$ cat src/rtl/zet_exec_wb_if.sv
// Writeback handshake bundle: micro-op results in, regfile commit strobes out.
// The master drives results and observes commits; the slave is the pipeline.
interface zet_exec_wb_if #(
  parameter int DW    = 16,
  parameter int AW    = 4,
  parameter int FLAGW = 9
);
  logic             in_valid;
  logic             in_ready;
  logic             in_we;
  logic [AW-1:0]    in_addr;
  logic [DW-1:0]    in_data;
  logic             in_byte;
  logic             in_high;
  logic             in_wrfl;
  logic [FLAGW-1:0] in_flags;

  logic             wb_we;
  logic [AW-1:0]    wb_addr;
  logic [DW-1:0]    wb_data;
  logic             wb_byte;
  logic             wb_high;
  logic             wb_wrfl;
  logic [FLAGW-1:0] wb_flags;
  logic             wr_ss;

  modport master (
    output in_valid, in_we, in_addr, in_data, in_byte, in_high, in_wrfl, in_flags,
    input  in_ready,
    input  wb_we, wb_addr, wb_data, wb_byte, wb_high, wb_wrfl, wb_flags, wr_ss
  );

  modport slave (
    input  in_valid, in_we, in_addr, in_data, in_byte, in_high, in_wrfl, in_flags,
    output in_ready,
    output wb_we, wb_addr, wb_data, wb_byte, wb_high, wb_wrfl, wb_flags, wr_ss
  );
endinterface

$ cat src/rtl/zet_exec_wb.sv
// Execute-to-regfile writeback shift pipeline with operand forwarding; commits STAGES cycles after accept.
// block freezes every entry and drops in_ready; flush discards in-flight entries and also drops in_ready.
module zet_exec_wb #(
  parameter int          DW      = 16,
  parameter int          AW      = 4,
  parameter int          FLAGW   = 9,
  parameter int          STAGES  = 2,
  parameter int unsigned SS_ADDR = 10
) (
  input  logic               clk,
  input  logic               rst,
  zet_exec_wb_if.slave       bus,
  input  logic               block,
  input  logic               div_exc,
  input  logic               fetchst,
  input  logic               flush,
  input  logic [AW-1:0]      rd_addr_a,
  input  logic [AW-1:0]      rd_addr_b,
  output logic               fwd_a_hit,
  output logic [DW-1:0]      fwd_a_data,
  output logic               fwd_b_hit,
  output logic [DW-1:0]      fwd_b_data,
  output logic               fwd_stall,
  output logic [2:0]         occupancy
);

  typedef struct packed {
    logic             valid;
    logic             we;
    logic [AW-1:0]    addr;
    logic [DW-1:0]    data;
    logic             bw;
    logic             high;
    logic             wrfl;
    logic [FLAGW-1:0] flags;
  } ent_t;

  ent_t       ent_q [STAGES];
  ent_t       ent_in;
  ent_t       oldest;
  logic       accept;
  logic       commit_ok;
  logic       wb_we_i;
  logic [2:0] occ_q;

  assign bus.in_ready = !block && !flush;
  assign accept       = bus.in_valid && !block && !flush;
  assign oldest       = ent_q[STAGES-1];

  // Suppressed ops still occupy a slot so the sequencer sees them retire in order.
  always_comb begin
    ent_in = '0;
    if (accept) begin
      ent_in.valid = 1'b1;
      ent_in.we    = bus.in_we && !div_exc && !fetchst;
      ent_in.addr  = bus.in_addr;
      ent_in.data  = bus.in_data;
      ent_in.bw    = bus.in_byte;
      ent_in.high  = bus.in_high;
      ent_in.wrfl  = bus.in_wrfl && !div_exc;
      ent_in.flags = bus.in_flags;
    end
  end

  always_ff @(posedge clk or negedge rst) begin
    if (!rst) begin
      for (int i = 0; i < STAGES; i++) ent_q[i] <= '0;
    end else if (flush) begin
      for (int i = 0; i < STAGES; i++) ent_q[i].valid <= 1'b0;
    end else if (!block) begin
      ent_q[0] <= ent_in;
      for (int i = 1; i < STAGES; i++) ent_q[i] <= ent_q[i-1];
    end
  end

  always_ff @(posedge clk or negedge rst) begin
    if (!rst)        occ_q <= 3'd0;
    else if (flush)  occ_q <= 3'd0;
    else if (!block) occ_q <= occ_q + 3'(accept) - 3'(oldest.valid);
  end

  assign occupancy = occ_q;

  assign commit_ok    = oldest.valid && !block && !flush;
  assign wb_we_i      = commit_ok && oldest.we;
  assign bus.wb_we    = wb_we_i;
  assign bus.wb_wrfl  = commit_ok && oldest.wrfl;
  assign bus.wb_addr  = oldest.valid ? oldest.addr  : '0;
  assign bus.wb_data  = oldest.valid ? oldest.data  : '0;
  assign bus.wb_byte  = oldest.valid && oldest.bw;
  assign bus.wb_high  = oldest.valid && oldest.high;
  assign bus.wb_flags = oldest.valid ? oldest.flags : '0;
  assign bus.wr_ss    = wb_we_i && (oldest.addr == AW'(SS_ADDR)) && !oldest.bw;

  // Walk oldest to youngest so the youngest matching entry is the last assignment.
  always_comb begin
    logic          a_found, a_byte, b_found, b_byte;
    logic [DW-1:0] a_dat, b_dat;
    a_found = 1'b0;
    a_byte  = 1'b0;
    a_dat   = '0;
    b_found = 1'b0;
    b_byte  = 1'b0;
    b_dat   = '0;
    for (int i = STAGES-1; i >= 0; i--) begin
      if (ent_q[i].valid && ent_q[i].we && (ent_q[i].addr == rd_addr_a)) begin
        a_found = 1'b1;
        a_byte  = ent_q[i].bw;
        a_dat   = ent_q[i].data;
      end
      if (ent_q[i].valid && ent_q[i].we && (ent_q[i].addr == rd_addr_b)) begin
        b_found = 1'b1;
        b_byte  = ent_q[i].bw;
        b_dat   = ent_q[i].data;
      end
    end
    fwd_a_hit  = a_found && !a_byte;
    fwd_a_data = (a_found && !a_byte) ? a_dat : '0;
    fwd_b_hit  = b_found && !b_byte;
    fwd_b_data = (b_found && !b_byte) ? b_dat : '0;
    fwd_stall  = (a_found && a_byte) || (b_found && b_byte);
  end

endmodule

$ cat src/flat_wrapper.sv
// flat-port wrapper written by rule: the top's interface ports become plain ports
module zet_exec_wb_flat 
#(
  parameter int          DW      = 16,
  parameter int          AW      = 4,
  parameter int          FLAGW   = 9,
  parameter int          STAGES  = 2,
  parameter int unsigned SS_ADDR = 10
)
  (clk, rst, block, div_exc, fetchst, flush, rd_addr_a, rd_addr_b, fwd_a_hit, fwd_a_data, fwd_b_hit, fwd_b_data, fwd_stall, occupancy, bus_in_valid, bus_in_we, bus_in_addr, bus_in_data, bus_in_byte, bus_in_high, bus_in_wrfl, bus_in_flags, bus_in_ready, bus_wb_we, bus_wb_addr, bus_wb_data, bus_wb_byte, bus_wb_high, bus_wb_wrfl, bus_wb_flags, bus_wr_ss);
  zet_exec_wb_if #(.DW(DW), .AW(AW), .FLAGW(FLAGW)) bus_i ();
  input  logic clk;
  input  logic rst;
  input  logic block;
  input  logic div_exc;
  input  logic fetchst;
  input  logic flush;
  input  logic [AW-1:0] rd_addr_a;
  input  logic [AW-1:0] rd_addr_b;
  output logic fwd_a_hit;
  output logic [DW-1:0] fwd_a_data;
  output logic fwd_b_hit;
  output logic [DW-1:0] fwd_b_data;
  output logic fwd_stall;
  output logic [2:0] occupancy;
  input wire logic [$bits(bus_i.in_valid)-1:0] bus_in_valid;
  input wire logic [$bits(bus_i.in_we)-1:0] bus_in_we;
  input wire logic [$bits(bus_i.in_addr)-1:0] bus_in_addr;
  input wire logic [$bits(bus_i.in_data)-1:0] bus_in_data;
  input wire logic [$bits(bus_i.in_byte)-1:0] bus_in_byte;
  input wire logic [$bits(bus_i.in_high)-1:0] bus_in_high;
  input wire logic [$bits(bus_i.in_wrfl)-1:0] bus_in_wrfl;
  input wire logic [$bits(bus_i.in_flags)-1:0] bus_in_flags;
  output wire logic [$bits(bus_i.in_ready)-1:0] bus_in_ready;
  output wire logic [$bits(bus_i.wb_we)-1:0] bus_wb_we;
  output wire logic [$bits(bus_i.wb_addr)-1:0] bus_wb_addr;
  output wire logic [$bits(bus_i.wb_data)-1:0] bus_wb_data;
  output wire logic [$bits(bus_i.wb_byte)-1:0] bus_wb_byte;
  output wire logic [$bits(bus_i.wb_high)-1:0] bus_wb_high;
  output wire logic [$bits(bus_i.wb_wrfl)-1:0] bus_wb_wrfl;
  output wire logic [$bits(bus_i.wb_flags)-1:0] bus_wb_flags;
  output wire logic [$bits(bus_i.wr_ss)-1:0] bus_wr_ss;
  assign bus_i.in_valid = bus_in_valid;
  assign bus_i.in_we = bus_in_we;
  assign bus_i.in_addr = bus_in_addr;
  assign bus_i.in_data = bus_in_data;
  assign bus_i.in_byte = bus_in_byte;
  assign bus_i.in_high = bus_in_high;
  assign bus_i.in_wrfl = bus_in_wrfl;
  assign bus_i.in_flags = bus_in_flags;
  assign bus_in_ready = bus_i.in_ready;
  assign bus_wb_we = bus_i.wb_we;
  assign bus_wb_addr = bus_i.wb_addr;
  assign bus_wb_data = bus_i.wb_data;
  assign bus_wb_byte = bus_i.wb_byte;
  assign bus_wb_high = bus_i.wb_high;
  assign bus_wb_wrfl = bus_i.wb_wrfl;
  assign bus_wb_flags = bus_i.wb_flags;
  assign bus_wr_ss = bus_i.wr_ss;
  zet_exec_wb #(.DW(DW), .AW(AW), .FLAGW(FLAGW), .STAGES(STAGES), .SS_ADDR(SS_ADDR)) u_core (.clk(clk), .rst(rst), .bus(bus_i), .block(block), .div_exc(div_exc), .fetchst(fetchst), .flush(flush), .rd_addr_a(rd_addr_a), .rd_addr_b(rd_addr_b), .fwd_a_hit(fwd_a_hit), .fwd_a_data(fwd_a_data), .fwd_b_hit(fwd_b_hit), .fwd_b_data(fwd_b_data), .fwd_stall(fwd_stall), .occupancy(occupancy));
endmodule
$ cat config.mk
export PLATFORM = sky130hd
export DESIGN_NAME = zet_exec_wb_flat
export DESIGN_NICKNAME = d
export VERILOG_FILES = /design/src/rtl/zet_exec_wb_if.sv /design/src/rtl/zet_exec_wb.sv /design/src/flat_wrapper.sv
export SDC_FILE = /design/constraint.sdc
export NUM_CORES = 1
export LEC_CHECK = 0
export ABC_AREA = 0
export BUFFER_PORTS_ARGS = -buffer_cell sky130_fd_sc_hd__buf_2
export CAP_MARGIN = 20
export CORE_ASPECT_RATIO = 2
export CORE_UTILIZATION = 45
export CTS_BUF_LIST = sky130_fd_sc_hd__clkbuf_4
export DETAILED_ROUTE_END_ITERATION = 6
export HOLD_SLACK_MARGIN = 0.02
export PLACE_DENSITY = 0.72
export REMOVE_ABC_BUFFERS = 1
export SLEW_MARGIN = 20
export SYNTH_ARGS = -nofsm -noshare
export SYNTH_HDL_FRONTEND = slang
export SYNTH_SLANG_ARGS = --single-unit
$ cat constraint.sdc
create_clock -name clk -period 3.1 [get_ports clk]
set_input_delay 0.62 -clock clk [delete_from_list [all_inputs] [get_ports clk]]
set_output_delay 0.62 -clock clk [all_outputs]
set_load 0.02 [all_outputs]
Word level (Yosys, flattened, before mapping). Index checks and enable logic that the tools add are counted. Widths: inputs -> output; s select.

Add/sub/neg operators: 2. Equality and inequality tests: 6. Multiplexer cells: 23. Bitwise logic cells: 2. Reduce and logical (&&, ||, !) cells: 33.

Operator list (count): $mux 16 (7); $mux 68 (1); $mux 34 (1); $logic_and 1x1->1 (24); $eq 4x4->1 (4); $mux 1 (10); $mux 9 (1); $logic_not 1->1 (7); $mux 3 (2); $eq 4x4->1 const B (1); $mux 4 (1); $add 3x1->3 (1); $sub 3x1->3 (1); $ne 2x1->1 const B (1); $not 1->1 (2); $reduce_and 2->1 (1); $logic_or 1x1->1 (1).

Register bits after elaboration: 71. Input port bits: 48. Output and inout bits: 73. Logic and storage cells: 83.

Longest topological paths before layout.
Word-level depth: 7. Mapped depth: 12. Depth with buffers taken out: 9.

Least setup slack after synthesis. No wires, ideal clock.

Kind: in2out. Start: in block. End: out bus_wr_ss. Arrival: 2284 ps. Data required time: 2480 ps. Setup slack: 196 ps. Cell stages on the path: 5. Path buffers: 2. Cells stage by stage: buf_2 -> or2_2 -> clkbuf_1 -> nor2_1 -> nor4b_1.

Longest elaborated chain between the ends: 6.

RTL lines: start: declaration (RTL line flat_wrapper.sv:14) `input logic block;`; $logic_not 1->1 (RTL line zet_exec_wb.sv:84) `assign commit_ok = oldest.valid && !block && !flush;`; $logic_and 1x1->1 (2 in series) (RTL line zet_exec_wb.sv:84); $logic_and 1x1->1 (RTL line zet_exec_wb.sv:85) `assign wb_we_i = commit_ok && oldest.we;`; net bus_wb_we (RTL line flat_wrapper.sv:35) `output wire logic [$bits(bus_i.wb_we)-1:0] bus_wb_we;`; $logic_and 1x1->1 (2 in series) (RTL line zet_exec_wb.sv:93) `assign bus.wr_ss = wb_we_i && (oldest.addr == AW'(SS_ADDR)) && !oldest.bw;`; end: declaration (RTL line flat_wrapper.sv:42) `output wire logic [$bits(bus_i.wr_ss)-1:0] bus_wr_ss;`.

The timed path passes the listed nets, and every way through them passes these cells.

Worst setup path after layout.
Start: reg u_core.ent_q[28] (netlist bit). End: out fwd_a_data[1].

Longest elaborated chain between the ends: 7. Elaborated cells between the ends (all ways): 11. Those cells by class: 1 x eq/ne; 7 x mux; 3 x reduce/logical.

RTL lines: start: declaration (RTL line zet_exec_wb.sv:38) `ent_t ent_q [STAGES];`; $eq 4x4->1 (*) (RTL line zet_exec_wb.sv:106) `if (ent_q[i].valid && ent_q[i].we && (ent_q[i].addr == rd_addr_a)) begin`; $logic_and 1x1->1 (*) (RTL line zet_exec_wb.sv:106); $mux 1 (2 in series) (RTL line zet_exec_wb.sv:106); $logic_not 1->1 (RTL line zet_exec_wb.sv:118) `fwd_a_data = (a_found && !a_byte) ? a_dat : '0;`; $logic_and 1x1->1 (RTL line zet_exec_wb.sv:118); $mux 16 (*) (RTL line zet_exec_wb.sv:118); end: declaration (RTL line flat_wrapper.sv:21) `output logic [DW-1:0] fwd_a_data;`.

Every way passes the cells marked *; elsewhere a longest branch is shown, timed or not.

==> results.py <==
metrics = {
    "run_status": {
        "status": "completed",
    },
    "power": {
        "ir_drop_uv": 350,
        "p_per_area_nw_per_um2": 462,
        "report.power.total_uw": 2150,
        "static_leakage_uw": 0.00287,
    },
    "cts": {
        "clock_tree.htree_level_count": 3,
        "cts_max_path_buffers": 2,
        "cts_made_buffers": 9,
        "clock_root_buffer": "sky130_fd_sc_hd__clkbuf_4",
        "clk_latency_ps": 410,
        "cts_tree": "done",
        "tritoncts_num_sinks": 71,
        "worst_setup_hold_path_clk_slew_ps": 110,
        "ctsHoldBuffers": 0,
    },
    "synth": {
        "syn-instance-count": 454,
        "synth.yosys.warnings": 0,
        "synth_area_um2": 3790,
        "synth-seq-cells": 71,
        "ys_types": 32,
        "seq_area_frac_synth_pct": 46.8,
        "synthesis.area_per_instance_um2": 8.35,
    },
    "finish": {
        "final_common_cell": "sky130_fd_sc_hd__nand2_1",
        "final_layout_size_suffix_gt1_share_pct": 26.6,
        "fin_area_um2": 4660,
        "finalNetCount": 618,
        "layout.filler_cells": 784,
        "final-seq-area_um2": 1780,
        "multi_input_comb_area_um2": 1880,
        "top_library_cells_by_usage_in_the_layout_fill_and_taps_aside": "sky130_fd_sc_hd__nand2_1, sky130_fd_sc_hd__buf_2, sky130_fd_sc_hd__dfrtp_1",
        "final_core_util_pct": 56.7,
        "area_growth_syn_to_layout_pct": 23.0,
    },
    "run": {
        "number_of_max_cap_violations": 0,
    },
    "worst_setup_path": {
        "timing.critical_path.cells": "xor2_1, nor3_1, nand2_1, mux2_2, nor2_1, buf_2",
        "critPathCaptureType": "output pin",
        "reg2reg_to": "u_core.occupancy[2]",
        "startpoint_type": "flop",
        "timing.critical_path.arrival_ps": 2350,
        "worst_r2r_path_depth": 8,
        "critical-path-slowest-cell": "sky130_fd_sc_hd__dfrtp_1",
        "critical_path.reg2reg.startpoint": "u_core.ent_q[33]",
        "critical_path_class": "reg -> out",
        "cp_data_required_time_ps": 2480,
        "critical-path-max-stage-delay_ps": 460,
        "crit_path_max_fanout": 8,
        "regToRegSetupSlack_ps": 910,
    },
    "floorplanning": {
        "top_level_pins": 121,
        "initial_core_util_pct": 46.1,
        "die-area_um2": 8820,
        "chipWidth_um": 66.9,
        "core-area_um2": 8230,
        "rows": 47,
        "die_h_um": 132,
    },
    "sta": {
        "worst_hold_slack_across_all_endpoints_ps": 317,
        "report.final.slew_viol_count": 0,
        "min_period_over_period_pct": 95.8,
        "max_slew.worst_pin.slew_ps": 889,
        "finalCriticalPeriod_ps": 2970,
        "maxClockFrequency_mhz": 337,
        "worst_slack_ps": 131,
        "final_hold_vios": 0,
        "clock_skew_ps": 6.33,
        "setup_viol": 0,
        "max-slew-margin-rel_pct": 40.7,
    },
    "placement": {
        "numPortBuffers": 120,
        "place_area_um2": 4450,
        "setup_slack_placement_ps": 208,
        "routabilityCongestion": 0.861,
        "dp.final_hpwl_mm": 6.72,
    },
    "global_routing": {
        "grt_start_max_net_pins": 72,
        "antenna_found_initial": 1,
        "grt_first_pass_wirelength_mm": 15.7,
        "grt_use_total_pct": 23.8,
        "overflow": 0,
        "first_global_vias": 3215,
    },
    "drt": {
        "drcViolationCount": 0,
        "drt-wirelength-per-cell_um": 15.2,
        "via_per_inst": 5.17,
        "routed_wl_mm": 10.2,
        "number_of_vias_in_the_routed_layout": 3468,
        "dr.first_iter.drc_count": 218,
        "drtAntennaViolNets": 0,
        "firstDrtPassIters": 4,
    },
    "min_path": {
        "min-delay-path-class": "in -> async",
    },
}
==> synth_stat cells <==
master | number | area share, %
sky130_fd_sc_hd__o21ai_0 | 2 | 0.26
sky130_fd_sc_hd__nand2_1 | 167 | 17
sky130_fd_sc_hd__nor3_1 | 5 | 0.66
sky130_fd_sc_hd__or2_2 | 1 | 0.17
sky130_fd_sc_hd__a32o_1 | 1 | 0.26
sky130_fd_sc_hd__nor2_1 | 39 | 3.9
sky130_fd_sc_hd__ha_1 | 2 | 0.66
sky130_fd_sc_hd__xnor2_1 | 3 | 0.69
sky130_fd_sc_hd__nor3b_1 | 1 | 0.20
sky130_fd_sc_hd__nor4b_1 | 1 | 0.23
sky130_fd_sc_hd__inv_2 | 1 | 0.099
sky130_fd_sc_hd__xor2_1 | 14 | 3.2
sky130_fd_sc_hd__nand3_1 | 31 | 4.1
sky130_fd_sc_hd__and3_1 | 1 | 0.17
sky130_fd_sc_hd__nand4_1 | 2 | 0.33
sky130_fd_sc_hd__a21oi_1 | 2 | 0.26
sky130_fd_sc_hd__clkbuf_1 | 15 | 1.5
sky130_fd_sc_hd__inv_1 | 5 | 0.49
sky130_fd_sc_hd__buf_4 | 1 | 0.20
sky130_fd_sc_hd__nand3b_1 | 2 | 0.40
sky130_fd_sc_hd__or4bb_1 | 1 | 0.30
sky130_fd_sc_hd__mux2_4 | 2 | 0.79
sky130_fd_sc_hd__and2_1 | 32 | 5.3
sky130_fd_sc_hd__a22o_1 | 1 | 0.23
sky130_fd_sc_hd__mux2i_1 | 35 | 9.2
sky130_fd_sc_hd__fa_1 | 1 | 0.53
sky130_fd_sc_hd__buf_2 | 7 | 0.92
sky130_fd_sc_hd__or3_1 | 1 | 0.17
sky130_fd_sc_hd__buf_6 | 3 | 0.89
sky130_fd_sc_hd__buf_1 | 3 | 0.30
sky130_fd_sc_hd__dfrtp_1 | 71 | 47
sky130_fd_sc_hd__nand4b_1 | 1 | 0.23
==> where the power goes <==
group	switching [µW]	internal [µW]	total, µW
Clock	323	403	726
Combinational	173	124	297
Sequential	103	1030	1130
Total	599	1550	2150
==> how the worst max path moves through the flow <==
stage	to	startpoint
global route	fwd_a_data[5]	u_core.ent_q[62]
global placement	fwd_a_data[5]	rd_addr_a[0]
floorplan	u_core.occupancy[2]	flush
finish	fwd_a_data[1]	u_core.ent_q[28]
CTS	fwd_a_data[5]	u_core.ent_q[62]
detailed placement	fwd_a_data[5]	rd_addr_a[0]
==> what timing repair did <==
action | CTS | global route
endpoints found under the setup margin | 0 | 16
buffers inserted | 0 | 1
resized for setup | 0 | 2
==> routing by layer <==
| metal | part of all wire (%) | vias up | GRT usage, % |
|---|---|---|---|
| li1 | - | 1670 | - |
| met1 | 39 | 1674 | 27.4 |
| met2 | 55 | 97 | 39.7 |
| met3 | 3.1 | 27 | 3.29 |
| met4 | 3.6 | 0 | 15.7 |
| met5 | 0 | - | 0 |
==> worst max-delay path, delay by kind of cell (launching register included) <==
family | cells | cell delay, ps
xor gates and xnor gates | 1 | 180
buffers and inverters | 1 | 170
DFF | 1 | 460
muxes | 1 | 440
and+or+nand+nor | 3 | 680
==> kinds of logic (layout without fill, tap and decap cells) <==
| family | Yosys count | count (layout) | synth area share (%) |
|---|---|---|---|
| AOI/OAI and AO/OA | 6 | 6 | 1.02 |
| xor gates and xnor gates | 17 | 17 | 3.93 |
| adders and majority gates | 3 | 3 | 1.19 |
| buffers and inverters | 35 | 151 | 4.39 |
| DFF | 71 | 71 | 46.8 |
| muxes | 37 | 39 | 10.0 |
| other | 0 | 1 | 0 |
| and+or+nand+nor | 285 | 285 | 32.6 |
==> flip-flops by register name, summed over array words and instances (netlist names) <==
name	count
u_core.ent_q	68
u_core.occupancy	3
==> metrics by stage <==
stage	TNS (ps)	instances
2_1_floorplan	-6610	425
3_3_place_gp	0	651
3_5_place_dp	0	651
4_1_cts	0	667
5_1_grt	-6.70	671
6_report	0	671
==> area by class of cell <==
| class | count | share of cell area [%] |
|---|---|---|
| timing repair buffer | 129 | 14.6 |
| tap | 98 | 2.63 |
| clock buffer | 9 | 1.45 |
| inverter | 6 | 0.483 |
| multi-input combinational | 350 | 40.2 |
| clock inverter | 7 | 2.39 |
| antenna | 1 | 0.0536 |
| sequential | 71 | 38.1 |
Note: power is estimated with default switching activity, not from simulation.
